===== src/rtl/pixel_writer_if.sv =====
// pixel_writer_if -- bundles the pixel stream input (rts/rtr), the framebuffer
// write port (req/ack) and the status outputs of pixel_writer.
// The writer itself connects through the slave modport; the environment that
// feeds pixels and answers memory writes uses the master modport.
interface pixel_writer_if #(
   parameter int ADDR_W  = 19,
   parameter int COLOR_W = 12
);
   // Pixel stream from the line drawer
   logic [9:0]         x_in;
   logic [9:0]         y_in;
   logic [COLOR_W-1:0] color_in;
   logic               in_rts;
   logic               in_rtr;
   // Framebuffer write port
   logic [ADDR_W-1:0]  mem_addr;
   logic [COLOR_W-1:0] mem_data;
   logic               mem_we;
   logic               mem_ack;
   // Status
   logic               busy;
   logic [19:0]        pix_count;
   logic [15:0]        drop_count;

   // Writer side
   modport slave (
      input  x_in, y_in, color_in, in_rts, mem_ack,
      output in_rtr, mem_addr, mem_data, mem_we, busy, pix_count, drop_count
   );

   // Environment side: pixel source, memory responder and status observer
   modport master (
      output x_in, y_in, color_in, in_rts, mem_ack,
      input  in_rtr, mem_addr, mem_data, mem_we, busy, pix_count, drop_count
   );
endinterface


===== src/rtl/pixel_writer.sv =====
// pixel_writer -- framebuffer-side consumer of the line drawer pixel stream.
// Pixels (x, y, color) are buffered in a small FIFO, converted to the linear
// address y*H_RES + x and written one word at a time under a req/ack
// handshake (mem_we held until mem_ack).
//
// Build option: define PIXEL_WRITER_CLIP_EN to drop (and count) pixels with
// x >= H_RES or y >= V_RES. Without it every pixel is written at the
// truncated linear address and drop_count stays 0.
module pixel_writer #(
   parameter int H_RES      = 640,
   parameter int V_RES      = 480,
   parameter int ADDR_W     = 19,
   parameter int COLOR_W    = 12,
   parameter int FIFO_DEPTH = 4
) (
   input  logic          clk,
   input  logic          rst_,
   pixel_writer_if.slave bus
);

   localparam int PTR_W = $clog2(FIFO_DEPTH);

   typedef struct packed {
      logic [9:0]         x;
      logic [9:0]         y;
      logic [COLOR_W-1:0] color;
   } pixel_t;

   typedef enum logic [1:0] {
      IDLE  = 2'd0,
      CALC  = 2'd1,
      WRITE = 2'd2
   } state_t;

   // Elaboration-time parameter sanity checks
   if (FIFO_DEPTH < 2 || (FIFO_DEPTH & (FIFO_DEPTH - 1)) != 0) begin : g_bad_depth
      $error("pixel_writer: FIFO_DEPTH must be a power of two >= 2");
   end
   if (H_RES < 1 || H_RES > 1024 || V_RES < 1 || V_RES > 1024) begin : g_bad_res
      $error("pixel_writer: H_RES and V_RES must lie in 1..1024");
   end

   // ---------------------------------------------------------------------
   // Input FIFO
   // ---------------------------------------------------------------------
   pixel_t             fifo_mem [FIFO_DEPTH];
   logic [PTR_W-1:0]   wr_ptr_q, wr_ptr_d;
   logic [PTR_W-1:0]   rd_ptr_q, rd_ptr_d;
   logic [PTR_W:0]     count_q,  count_d;
   logic               full, empty, push, pop;
   pixel_t             pixel_in;

   state_t             state_q, state_d;

   assign full  = (count_q == (PTR_W + 1)'(FIFO_DEPTH));
   assign empty = (count_q == '0);

   // Ready depends only on fullness (and reset), never on a same-cycle pop.
   assign bus.in_rtr = !rst_ && !full;
   assign push       = bus.in_rts && bus.in_rtr;
   assign pop        = (state_q == IDLE) && !empty;

   assign pixel_in = '{x: bus.x_in, y: bus.y_in, color: bus.color_in};

   // FIFO pointer and occupancy next-state
   always_comb begin
      // NOTE: every always_comb output gets a default first so no path can
      // leave it unassigned and infer a latch.
      wr_ptr_d = wr_ptr_q;
      rd_ptr_d = rd_ptr_q;
      count_d  = count_q;
      if (push) begin
         wr_ptr_d = wr_ptr_q + PTR_W'(1);
      end
      if (pop) begin
         rd_ptr_d = rd_ptr_q + PTR_W'(1);
      end
      count_d = count_q + (PTR_W + 1)'(push) - (PTR_W + 1)'(pop);
   end

   // FIFO pointer and occupancy registers
   always_ff @(posedge clk or posedge rst_) begin
      // NOTE: state flops use non-blocking assignments so every flop samples
      // the pre-edge value of every other, independent of block order.
      if (rst_) begin
         wr_ptr_q <= '0;
         rd_ptr_q <= '0;
         count_q  <= '0;
      end else begin
         wr_ptr_q <= wr_ptr_d;
         rd_ptr_q <= rd_ptr_d;
         count_q  <= count_d;
      end
   end

   // FIFO storage write
   always_ff @(posedge clk) begin
      // NOTE: the storage array has no reset; the pointers alone define which
      // entries are valid, so clearing the data would only cost logic.
      if (push) begin
         fifo_mem[wr_ptr_q] <= pixel_in;
      end
   end

   // ---------------------------------------------------------------------
   // Write FSM
   // ---------------------------------------------------------------------
   pixel_t              pix_q,        pix_d;
   logic [ADDR_W-1:0]   mem_addr_q,   mem_addr_d;
   logic [COLOR_W-1:0]  mem_data_q,   mem_data_d;
   logic                mem_we_q,     mem_we_d;
   logic [19:0]         pix_count_q,  pix_count_d;
   logic [15:0]         drop_count_q, drop_count_d;

`ifdef PIXEL_WRITER_CLIP_EN
   logic out_of_range;
   assign out_of_range = ({1'b0, pix_q.x} >= 11'(H_RES)) ||
                         ({1'b0, pix_q.y} >= 11'(V_RES));
`endif

   // FSM next-state: pop a pixel, compute its address, then hold the write
   always_comb begin
      state_d      = state_q;
      pix_d        = pix_q;
      mem_addr_d   = mem_addr_q;
      mem_data_d   = mem_data_q;
      mem_we_d     = mem_we_q;
      pix_count_d  = pix_count_q;
      drop_count_d = drop_count_q;
      unique case (state_q)
         IDLE: begin
            if (!empty) begin
               pix_d   = fifo_mem[rd_ptr_q];
               state_d = CALC;
            end
         end
         CALC: begin
            // Arithmetic done at ADDR_W bits gives the truncated address.
            mem_addr_d = ADDR_W'(pix_q.y) * ADDR_W'(H_RES) + ADDR_W'(pix_q.x);
            mem_data_d = pix_q.color;
`ifdef PIXEL_WRITER_CLIP_EN
            if (out_of_range) begin
               drop_count_d = drop_count_q + 16'd1;
               state_d      = IDLE;
            end else begin
               mem_we_d = 1'b1;
               state_d  = WRITE;
            end
`else
            mem_we_d = 1'b1;
            state_d  = WRITE;
`endif
         end
         WRITE: begin
            // Address and data stay registered until memory accepts.
            if (bus.mem_ack) begin
               mem_we_d    = 1'b0;
               pix_count_d = pix_count_q + 20'd1;
               state_d     = IDLE;
            end
         end
         default: begin
            mem_we_d = 1'b0;
            state_d  = IDLE;
         end
      endcase
   end

   // FSM state and registered outputs
   always_ff @(posedge clk or posedge rst_) begin
      if (rst_) begin
         state_q      <= IDLE;
         pix_q        <= '0;
         mem_addr_q   <= '0;
         mem_data_q   <= '0;
         mem_we_q     <= 1'b0;
         pix_count_q  <= '0;
         drop_count_q <= '0;
      end else begin
         state_q      <= state_d;
         pix_q        <= pix_d;
         mem_addr_q   <= mem_addr_d;
         mem_data_q   <= mem_data_d;
         mem_we_q     <= mem_we_d;
         pix_count_q  <= pix_count_d;
         drop_count_q <= drop_count_d;
      end
   end

   assign bus.mem_addr   = mem_addr_q;
   assign bus.mem_data   = mem_data_q;
   assign bus.mem_we     = mem_we_q;
   assign bus.pix_count  = pix_count_q;
   assign bus.drop_count = drop_count_q;
   assign bus.busy       = (state_q != IDLE) || !empty;

endmodule


===== src/flat_wrapper.sv =====
// flat-port wrapper written by rule: the top's interface ports become plain ports
module pixel_writer_flat 
#(
   parameter int H_RES      = 640,
   parameter int V_RES      = 480,
   parameter int ADDR_W     = 19,
   parameter int COLOR_W    = 12,
   parameter int FIFO_DEPTH = 4
)
  (clk, rst_, bus_x_in, bus_y_in, bus_color_in, bus_in_rts, bus_mem_ack, bus_in_rtr, bus_mem_addr, bus_mem_data, bus_mem_we, bus_busy, bus_pix_count, bus_drop_count);
  pixel_writer_if #(.ADDR_W(ADDR_W), .COLOR_W(COLOR_W)) bus_i ();
  input  logic clk;
  input  logic rst_;
  input wire logic [$bits(bus_i.x_in)-1:0] bus_x_in;
  input wire logic [$bits(bus_i.y_in)-1:0] bus_y_in;
  input wire logic [$bits(bus_i.color_in)-1:0] bus_color_in;
  input wire logic [$bits(bus_i.in_rts)-1:0] bus_in_rts;
  input wire logic [$bits(bus_i.mem_ack)-1:0] bus_mem_ack;
  output wire logic [$bits(bus_i.in_rtr)-1:0] bus_in_rtr;
  output wire logic [$bits(bus_i.mem_addr)-1:0] bus_mem_addr;
  output wire logic [$bits(bus_i.mem_data)-1:0] bus_mem_data;
  output wire logic [$bits(bus_i.mem_we)-1:0] bus_mem_we;
  output wire logic [$bits(bus_i.busy)-1:0] bus_busy;
  output wire logic [$bits(bus_i.pix_count)-1:0] bus_pix_count;
  output wire logic [$bits(bus_i.drop_count)-1:0] bus_drop_count;
  assign bus_i.x_in = bus_x_in;
  assign bus_i.y_in = bus_y_in;
  assign bus_i.color_in = bus_color_in;
  assign bus_i.in_rts = bus_in_rts;
  assign bus_i.mem_ack = bus_mem_ack;
  assign bus_in_rtr = bus_i.in_rtr;
  assign bus_mem_addr = bus_i.mem_addr;
  assign bus_mem_data = bus_i.mem_data;
  assign bus_mem_we = bus_i.mem_we;
  assign bus_busy = bus_i.busy;
  assign bus_pix_count = bus_i.pix_count;
  assign bus_drop_count = bus_i.drop_count;
  pixel_writer #(.H_RES(H_RES), .V_RES(V_RES), .ADDR_W(ADDR_W), .COLOR_W(COLOR_W), .FIFO_DEPTH(FIFO_DEPTH)) u_core (.clk(clk), .rst_(rst_), .bus(bus_i));
endmodule

===== config.mk =====
export PLATFORM = sky130hd
export DESIGN_NAME = pixel_writer_flat
export DESIGN_NICKNAME = d
export VERILOG_FILES = /design/src/rtl/pixel_writer_if.sv /design/src/rtl/pixel_writer.sv /design/src/flat_wrapper.sv
export SDC_FILE = /design/constraint.sdc
export NUM_CORES = 1
export LEC_CHECK = 0
export CAP_MARGIN = 20
export CORE_MARGIN = 4
export CORE_UTILIZATION = 60
export DETAILED_ROUTE_END_ITERATION = 12
export GPL_TIMING_DRIVEN = 0
export PLACE_DENSITY_LB_ADDON = 0.3
export SLEW_MARGIN = 20
export SYNTH_ARGS = -nofsm -noshare
export SYNTH_HDL_FRONTEND = slang
export SYNTH_SLANG_ARGS = --single-unit

===== constraint.sdc =====
create_clock -name clk -period 5.3 [get_ports clk]
set_input_delay 1.59 -clock clk [delete_from_list [all_inputs] [get_ports clk]]
set_output_delay 1.59 -clock clk [all_outputs]
set_load 0.02 [all_outputs]

# Word-level counts from Yosys, hierarchy flattened
# Memories as Yosys holds them, arrays and structs flattened. A register that Yosys moved wholly into a read port is not among the register bits.
# Cells that the tools add are included.
[op_classes]
mul = 1
add_sub_neg = 6
div = 0
bitwise_logic = 2
n_reduce_logical = 14
eq_ne = 5
n_mux = 7
n_shift = 0
n_lt_le_gt_ge = 0
[ops]
columns = ["op", "count"]
rows = [
  ["20-bit by 1-bit adder with 20-bit output (second input constant)", 1],
  ["19-bit by 10-bit adder with 19-bit output", 1],
  ["10-bit by 3-bit multiplier with 12-bit output (second input constant)", 1],
  ["2-bit AND reduction", 4],
  ["2-bit case mux with 3 select lines", 1],
  ["2-bit by 1-bit adder with 2-bit output (second input constant)", 2],
  ["2-bit two-way mux", 2],
  ["2-bit inequality test (second input constant)", 2],
  ["3-bit by 1-bit adder with 3-bit output", 1],
  ["3-bit == test (second input constant)", 1],
  ["1-bit logical AND", 3],
  ["1-bit logical NOT", 3],
  ["3-bit logical NOT", 1],
  ["1-bit two-way mux", 3],
  ["1-bit case mux with 3 select lines", 1],
  ["3-bit by 1-bit subtractor with 3-bit output", 1],
  ["2-bit by 1-bit == test with 1-bit output (second input constant)", 1],
  ["2-bit == test (second input constant)", 1],
  ["2-bit logical NOT", 1],
  ["1-bit inverter", 2],
  ["2-bit nonzero test", 1],
  ["1-bit logical OR", 1],
]
[word_totals]
mem_bits_ro = 0
in_bits = 36
reg_bits = 61
latch_bits = 0
elab_cells = 44
out_inout_bits = 70
n_memories = 1
ramBits = 128
[memory_table]
columns = ["name", "words", "word_bits", "read_ports", "rd_ports_with_merged_regs", "write_ports", "line", "text"]
rows = [
  ["u_core.fifo_mem", 4, 32, 1, 1, 1, "pixel_writer.sv:46", "pixel_t fifo_mem [FIFO_DEPTH];"],
]

# Logic depth before layout (Yosys ltp)
# Gate-level depths: netlist of the first run.
[depth]
word_depth = 6
depth_mapped = 12
depth_no_buf = 10

# Least setup slack after synthesis of the first run
# Ideal clock, no wire load.
[synth_timing]
path_kind = "input -> output"
startpoint = "in rst_"
endpoint = "out bus_in_rtr"
path_slack_ps = 1665
t_required_ps = 3710
cell_stages = 1
arrival_ps = 2045
path_buffers = 0
path_cell_list = "a21oi_1"
[synth_via]
elab_chain_cells = 2
[synth_rtl]
columns = ["item", "line", "text"]
rows = [
  ["start: declaration", "flat_wrapper.sv:13", "input logic rst_;"],
  ["1-bit logical NOT", "pixel_writer.sv:59", "assign bus.in_rtr = !rst_ && !full;"],
  ["1-bit logical AND", "pixel_writer.sv:59", ""],
  ["end: declaration", "flat_wrapper.sv:19", "output wire logic [$bits(bus_i.in_rtr)-1:0] bus_in_rtr;"],
]
# Every way passes these cells.

# Worst setup path in the final report of the first run
# Ends and elaborated chain as after synthesis.

==> results of run 1 <==
## metrics by stage
step	std cells	instance area [sq um]
after global routing	978	11200
after floorplan	660	9250
final	978	11200
after global placement	933	10400
after CTS	978	11200
after detailed placement	938	10500
## power breakdown
part / internal, mW / switching [mW]
Clock: 0.857 / 0.643
Combinational: 1.18 / 1.50
Sequential: 2.24 / 0.231
## critical path: stages
cell and delay (ns):
clkdlybuf4s50_1 0.47, a21oi_1 0.33, clkdlybuf4s50_1 0.68
## synthesized netlist by cell type, types with 2 or more instances
library cell / instances / area, sq um
nand2_1: 172 / 646
edfxtp_1: 128 / 3840
dfrtp_1: 93 / 2330
mux4_2: 32 / 721
ha_1: 26 / 325
xnor2_1: 26 / 228
buf_4: 16 / 120
clkbuf_1: 16 / 60.1
inv_1: 15 / 56.3
nor2_1: 13 / 48.8
xor2_1: 13 / 114
o21ai_0: 10 / 50.1
nand3_1: 8 / 40.0
and3_1: 7 / 43.8
buf_2: 5 / 25.0
a21oi_1: 4 / 20.0
and4_1: 4 / 35.0
nand4_1: 4 / 25.0
o21ai_1: 4 / 20.0
a21o_1: 3 / 22.5
and2_1: 3 / 18.8
fa_1: 3 / 60.1
nand2b_1: 3 / 18.8
nor3_1: 3 / 15.0
o21a_1: 3 / 22.5
buf_1: 2 / 7.51
nor2b_1: 2 / 12.5
## area by class of cell
class	instances	area (sq um)
Buffer	39	213
Clock buffer	32	648
Clock inverter	8	67.6
Fill cell	878	3550
Inverter	16	62.6
Multi-Input combinational cell	384	2810
Sequential cell	221	6170
Tap cell	184	230
Timing Repair Buffer	94	998
## worst max path at each step
stage,start,endpoint,slack (ns),cells after the start
2_1_floorplan,rst_,u_core.bus.mem_addr[0],1.29,1
3_3_place_gp,rst_,u_core.bus.mem_addr[17],-0.0005,2
3_5_place_dp,rst_,bus_in_rtr,0.64,3
4_1_cts,rst_,bus_in_rtr,0.63,3
5_1_grt,rst_,bus_in_rtr,0.59,3
6_report,rst_,bus_in_rtr,0.64,3
## registers in the layout, indices dropped and copies added, names as in the netlist
signal and flops:
u_core.state_q 2, u_core.bus.pix_count 20, u_core.count_q 3, u_core.wr_ptr_q 2
u_core.bus.mem_addr 19, u_core.bus.mem_we 1, u_core.rd_ptr_q 2, u_core.fifo_mem 128
u_core.pix_q 32, u_core.bus.mem_data 12
## per-layer routing
layer / track usage [%] / share of wire [%] / wire length, um / vias to the layer above
li1: - / - / - / 2529
met1: 28.5 / 40 / 7380 / 2675
met2: 36.8 / 51 / 9420 / 192
met3: 4.16 / 6.1 / 1110 / 31
met4: 5.78 / 2.0 / 368 / 2
met5: 0 / 0.071 / 13 / -
## cells by family (layout without fill, tap and decap cells)
group                    after synthesis  in the layout
other                                  1             16
buffers and inverters                 55            189
AO/OA/AOI/OAI                         37             37
multiplexers                          33             33
flip-flops                           221            221
XOR/XNOR                              41             41
adder cells (fa/ha/maj)               29             29
AND/OR/NAND/NOR                      228            228
==> metrics.cfg, run 1 <==
[status]
status=completed

[critical_path]
path_max_fanout=6
r2r_start=u_core.count_q[1]
critPathKind=in -> out
r2r_end=u_core.count_q[2]
r2r_cells=12
end_kind=output pin
critPathLaunchType=primary input
worst-endpoint-arrival_ns=3.07
cp.required_ns=3.71
rrSetupSlack_ns=2.28

[placed_design]
portBuffers=89
routabilityCongestion=0.832
dp_hpwl_mm=11.9
dp_worst_setup_slack_ns=0.637

[global_routing]
antenna_found_initial=1
grt_pass1_vias=5576
grt.total_usage_pct=21.5
grt_pass1_wl_mm=29.8
gr-total-overflow=0
grt_max_degree=52

[floorplan]
ioPinCount=106
core_sq_mm=0.0148
die_area_sq_mm=0.0174
die_h_um=132
die_w_um=132
rows=44
start_util_pct=62.3

[detailed_routing]
via_count=5429
final_antenna_net_count=0
drc=0
finalWirelength_mm=18.3
first_pass_iters=5
wl_per_cell_um=18.7
viasPerCell=5.55
drt_iter0_drc=421

[flow_run]
max-cap-violations=0

[sta]
whs_ns=0.468
hold_viol=0
max-slew-margin-rel_pct=54.3
setup_viol=0
finalCritPeriodShare_pct=88.0
period_needed_ns=4.66
clock_skew_ns=0.0264
tns_ns=0
tightest_slew_ns=0.686
fmax_mhz=214
fin_ws_ns=0.638
slew_violations=0
rsz0062_at_grt=false

[final_layout]
num-nets-final=843
area_growth_pct=21.8
final_cell_mix=nand2_1, edfxtp_1, dfrtp_1, clkdlybuf4s50_1, mux4_2
drive_gt1_share_pct=13.7
layout_commonest_cell=nand2_1
fin_util_pct=75.9
antenna_cells=0

[clocking]
path_clk_slew_ns=0.06
clockBufferDepth=3
cts_sinks=221
cts_buffers=22
insertion_delay_ns=0.52
cts.repair.resized=0
root_buffer=clkbuf_16
h-tree-depth=1
post_cts_buffers=0
cts_tree=done
hold_buffers=0

[logic_synthesis]
synthDistinctLibCells=54
synth_compound_area_share_pct=2.89
synth-seq-cells=221
synthSimpleGateAreaFrac_pct=10.8
yosys_warnings=0
ys.flop_type=edfxtp_1
synth_top_family_by_area=simple AND/OR/NAND/NOR gates
syn_area_sq_mm=0.00919
synth_xor_area_share_pct=4.07
synth_edf_count=128
avgSynthCellArea_sq_um=14.3
synthAdderAreaFrac_pct=4.19
synthArstFlopShare_pct=42.1
synthesis.instances=645
ys_seq_area_share_pct=67.1
synth_mux_area_share_pct=7.96

[power]
p_leak_nw=4.59
ir_drop_uv=373
power_mw=6.64
powerDensity_mw_per_mm2=593

[min_path]
holdPathEnd=u_core.bus.pix_count[19]
hold_start=u_core.bus.pix_count[19]
hold_path_depth=1
min_path_type=reg -> reg

No activity file was read; power rests on OpenSTA's default activity.
==> run 2, diff against run 1 <==
--- a/config.mk
+++ b/config.mk
@@ -11,7 +11,6 @@
 export DETAILED_ROUTE_END_ITERATION = 12
 export GPL_TIMING_DRIVEN = 0
 export PLACE_DENSITY_LB_ADDON = 0.3
-export SLEW_MARGIN = 20
 export SYNTH_ARGS = -nofsm -noshare
 export SYNTH_HDL_FRONTEND = slang
 export SYNTH_SLANG_ARGS = --single-unit
==> metrics.cfg, run 2 (synthesized netlist as in run 1, its figures left out) <==
[clocking]
path_clk_slew_ns=0.06
cts_sinks=221
insertion_delay_ns=0.51
post_cts_buffers=0
cts_tree=done
clockBufferDepth=3
cts.repair.resized=0
root_buffer=clkbuf_16
h-tree-depth=1
hold_buffers=0
cts_buffers=23

[min_path]
holdPathEnd=u_core.bus.mem_addr[6]
hold_start=u_core.pix_q[28]
hold_path_depth=2
min_path_type=reg -> reg

[critical_path]
cpLargestDelayFamily=buffers and inverters
crit_buf_inv=2
cp.required_ns=3.71
max_stage_delay_ns=0.68
crit_chain=clkdlybuf4s50_1 -> a21oi_1 -> clkdlybuf4s50_1
r2r_end=u_core.count_q[2]
r2r_cells=12
rrSetupSlack_ns=2.39
end_kind=output pin
critPathKind=in -> out
worst-endpoint-arrival_ns=3.05
path_max_fanout=6
crit_slowest_cell=clkdlybuf4s50_1
crit_path_frequent_cell=clkdlybuf4s50_1
critPathLaunchType=primary input
r2r_start=u_core.count_q[1]

[final_layout]
finalNonFillerCells=976
final_cell_mix=nand2_1, edfxtp_1, dfrtp_1, clkdlybuf4s50_1, mux4_2
antenna_cells=0
largest_reg_flops=128
num-nets-final=840
regMostFlops=u_core.fifo_mem
drive_gt1_share_pct=12.9
area_growth_pct=20.9
nFillCells=921
layout_commonest_cell=nand2_1
fin_util_pct=75.3

[sta]
period_needed_ns=4.64
setup_viol=0
hold_viol=0
finalCritPeriodShare_pct=87.5
whs_ns=0.467
rsz0062_at_grt=false
fmax_mhz=216
slew_violations=0
tightest_slew_ns=0.893
clock_skew_ns=0.0147
max-slew-margin-rel_pct=40.4

[placed_design]
place_inst=934
dp_hpwl_mm=11.4
routabilityCongestion=0.832
portBuffers=89

[detailed_routing]
finalWirelength_mm=17.2
drt_iter0_drc=369
viasPerCell=5.47
wl_per_cell_um=17.7
final_antenna_net_count=0
drc=0
via_count=5341
first_pass_iters=5

[global_routing]
antenna_found_initial=1
gr-total-overflow=0
grt.total_usage_pct=20.4
grt_pass1_vias=5562
grt_max_degree=73
grt_pass1_wl_mm=28.9

[status]
status=completed

[floorplan]
ioPinCount=106
die_area_sq_mm=0.0174
rows=44
start_util_pct=62.3
die_h_um=132
die_w_um=132
core_sq_mm=0.0148

[power]
p_leak_nw=4.55
powerDensity_mw_per_mm2=594
ir_drop_uv=386

[flow_run]
max-cap-violations=0

==> run 2: cell count changes in the layout (fill, tap and decap cells not counted), sizes merged <==
| cell | before | now |
|---|---|---|
| clkinv | 8 | 2 |
| buf | 28 | 24 |
| inv | 16 | 18 |
| clkbuf | 48 | 54 |
==> run 2: final cells by class <==
| type | instances | area (sq um) | share of cell area, % |
|---|---|---|---|
| Tap cell | 184 | 230 | 2.07 |
| Buffer | 39 | 213 | 1.91 |
| Clock buffer | 38 | 682 | 6.13 |
| Inverter | 16 | 62.6 | 0.563 |
| Multi-Input combinational cell | 384 | 2810 | 25.3 |
| Sequential cell | 221 | 6170 | 55.5 |
| Clock inverter | 4 | 27.5 | 0.248 |
| Timing Repair Buffer | 90 | 918 | 8.26 |
==> run 2: metrics by stage <==
stage          cell area, sq um  total power [mW]  setup WS, ns   TNS, ns
2_1_floorplan              9250              4.35          1.29         0
3_3_place_gp              10400              5.01     -0.000523  -0.00495
3_5_place_dp              10400              5.14         0.648         0
4_1_cts                   11100              6.66         0.647         0
5_1_grt                   11100              7.04         0.556         0
6_report                  11100              6.60         0.664         0
==> run 2: per-layer routing <==
| metal | GRT usage (%) | part of all wire [%] |
|---|---|---|
| met4 | 4.67 | 1.7 |
| met3 | 3.78 | 5.5 |
| met5 | 0 | 0.070 |
| met1 | 27.0 | 41 |
| met2 | 35.7 | 52 |
==> run 2: how the worst max path moves through the flow <==
stage,from,end,slack (ns),depth (start not counted)
after floorplan,rst_,u_core.bus.mem_addr[0],1.29,1
after global placement,rst_,u_core.bus.mem_addr[17],-0.0005,2
after detailed placement,rst_,bus_in_rtr,0.65,3
after CTS,rst_,bus_in_rtr,0.65,3
after global routing,rst_,bus_in_rtr,0.56,3
final,rst_,bus_in_rtr,0.66,3
==> run 2: worst reg2reg max path, delay by kind of cell (launching register included) <==
kind / cells / cell delay [ns]
buffers and inverters: 5 / 0.88
adder cells (fa/ha/maj): 3 / 0.83
flip-flops: 1 / 0.43
AND/OR/NAND/NOR: 2 / 0.39
XOR/XNOR: 2 / 0.32
==> run 2: power by group <==
| part | internal, mW | switching, mW |
|---|---|---|
| Clock | 0.878 | 0.622 |
| Sequential | 2.24 | 0.225 |
| Combinational | 1.16 | 1.48 |
| Total | 4.28 | 2.33 |
==> patch (flow settings as in run 2) <==
The option `PIXEL_WRITER_CLIP_EN` is turned on by a define.
--- a/src/rtl/pixel_writer.sv
+++ b/src/rtl/pixel_writer.sv
@@ -7,4 +7,6 @@
 // x >= H_RES or y >= V_RES. Without it every pixel is written at the
 // truncated linear address and drop_count stays 0.
+`define PIXEL_WRITER_CLIP_EN
+
 module pixel_writer #(
    parameter int H_RES      = 640,
Behaviour: not the same (Yosys sat finds a counterexample within 4 cycles, from zero or initial values and one cycle with rst_ high).
==> patch against run 2 <==
Register-to-register slack lost 0.41 ns. Global-route usage grew 0.85 points. Worst setup slack gained 0.0093 ns. Final area grew 6.9%. Utilization shrank 0.83 points. Sequential cell count grew 16. Synthesized area grew 6.5%. Wire length grew 11%. Power grew 7.0%. Non-clock buffer count shrank 2. Cell count grew 5.7%. Critical path type unchanged. Largest power group unchanged.
==> patch: results (changes against run 2) <==
{
  "run_status": {"value": "complete, no violations", "change": "unchanged"},
  "timing.hold.worst_endpoint": {"value": "u_core.bus.drop_count[15]", "change": "was u_core.bus.mem_addr[6]"},
  "grtUsageTotal": {"value": 21.3, "unit": "%", "change": "was 20.4%"},
  "fin_nets": {"value": 864, "change": "was 840"},
  "worstHoldStart": {"value": "u_core.bus.drop_count[15]", "change": "was u_core.pix_q[28]"},
  "synth.area.top_cells": {"value": "sky130_fd_sc_hd__edfxtp_1 (39%), sky130_fd_sc_hd__dfrtp_1 (28%), sky130_fd_sc_hd__mux4_2 (7.4%)", "change": "was sky130_fd_sc_hd__edfxtp_1 (42%), sky130_fd_sc_hd__dfrtp_1 (25%), sky130_fd_sc_hd__mux4_2 (7.8%)"},
  "worst_slew_pin_slew": {"value": 0.893, "unit": "ns", "change": "about the same"},
  "pwr_density_cell": {"value": 595, "unit": "nW/um^2", "change": "was 594 nW/um^2"},
  "total_length_of_routed_wires": {"value": 19100, "unit": "um", "change": "was 17200 um"},
  "layout.sequential_cells": {"value": 237, "change": "was 221"},
  "critical_path_arrival": {"value": 3.04, "unit": "ns", "change": "was 3.05 ns"},
  "sequential_cell_area": {"value": 6570, "unit": "um^2", "change": "was 6170 um^2"},
  "synth_seq_area_share": {"value": 67.1, "unit": "%", "change": "about the same"},
  "ir_drop": {"value": 0.000322, "unit": "V", "change": "was 0.000386 V"},
  "port_buffers": {"value": 105, "change": "was 89"},
  "fin_skew": {"value": 0.00953, "unit": "ns", "change": "was 0.0147 ns"},
  "hold_path_depth": {"value": 1, "change": "was 2"},
  "clkCellAreaFrac": {"value": 6.18, "unit": "%", "change": "was 6.38%"},
  "async_flop_share": {"value": 46.0, "unit": "%", "change": "was 42.1%"},
  "syn_inst": {"value": 666, "change": "was 645"},
  "drive_gt1_share": {"value": 13.7, "unit": "%", "change": "was 12.9%"},
  "layout.filler_cells": {"value": 967, "change": "was 921"},
  "place.detailed.instances": {"value": 988, "change": "was 934"},
  "cts_buffers": {"value": 24, "change": "was 23"},
  "grt_first_pass_wirelength": {"value": 30800, "unit": "um", "change": "was 28900 um"},
  "synth_common_cells": {"value": "sky130_fd_sc_hd__nand2_1 (134), sky130_fd_sc_hd__edfxtp_1 (128), sky130_fd_sc_hd__dfrtp_1 (109)", "change": "was sky130_fd_sc_hd__nand2_1 (172), sky130_fd_sc_hd__edfxtp_1 (128), sky130_fd_sc_hd__dfrtp_1 (93)"},
  "n_all_buffers": {"value": 127, "change": "was 129"},
  "final_cell_count_no_fill": {"value": 1032, "change": "was 976"},
  "detailed_place.area": {"value": 11100, "unit": "um^2", "change": "was 10400 um^2"},
  "leakage_power_of_the_design": {"value": 4.71, "unit": "nW", "change": "was 4.55 nW"}
}
==> patch: routing by layer <==
layer | up-vias | wire length [um] | global-route usage [%] | part of all wire [%]
li1 | 2674 | - | - | -
met1 | 2861 | 7920 | 28.7 | 41
met2 | 198 | 9520 | 36.2 | 50
met3 | 42 | 1150 | 3.19 | 6.0
met4 | 0 | 528 | 6.72 | 2.8
met5 | - | 0 | 0 | 0
==> patch: logic make-up (layout without fill, tap and decap cells) <==
| family | count (synthesis) | count (layout) | share of synthesized area, % |
|---|---|---|---|
| flops | 237 | 237 | 67.1 |
| simple gates | 212 | 212 | 9.82 |
| mux | 53 | 53 | 9.78 |
| xor+xnor | 51 | 51 | 4.56 |
| compound gates | 46 | 46 | 3.12 |
| buf+inv | 37 | 187 | 1.52 |
| fa+ha+maj | 30 | 30 | 4.06 |
==> patch: worst reg2reg max path, stage by stage (launching register included) <==
cell and delay (ns):
sky130_fd_sc_hd__dfrtp_1 0.43, sky130_fd_sc_hd__nor3_1 0.39, sky130_fd_sc_hd__nand2b_1 0.16, sky130_fd_sc_hd__clkbuf_1 0.29, sky130_fd_sc_hd__clkinv_1 0.33, sky130_fd_sc_hd__clkbuf_1 0.34, sky130_fd_sc_hd__ha_1 0.36, sky130_fd_sc_hd__inv_1 0.05
sky130_fd_sc_hd__ha_1 0.14, sky130_fd_sc_hd__inv_1 0.05, sky130_fd_sc_hd__fa_1 0.37, sky130_fd_sc_hd__xnor2_1 0.17, sky130_fd_sc_hd__xnor2_1 0.14
==> patch: power by group <==
group          total [W]  leakage (nW)  switching, W  internal (W)
logic            0.00285          1.82       0.00158       0.00127
clock network    0.00156         0.354      0.000666      0.000896
registers        0.00266          2.54      0.000266       0.00239
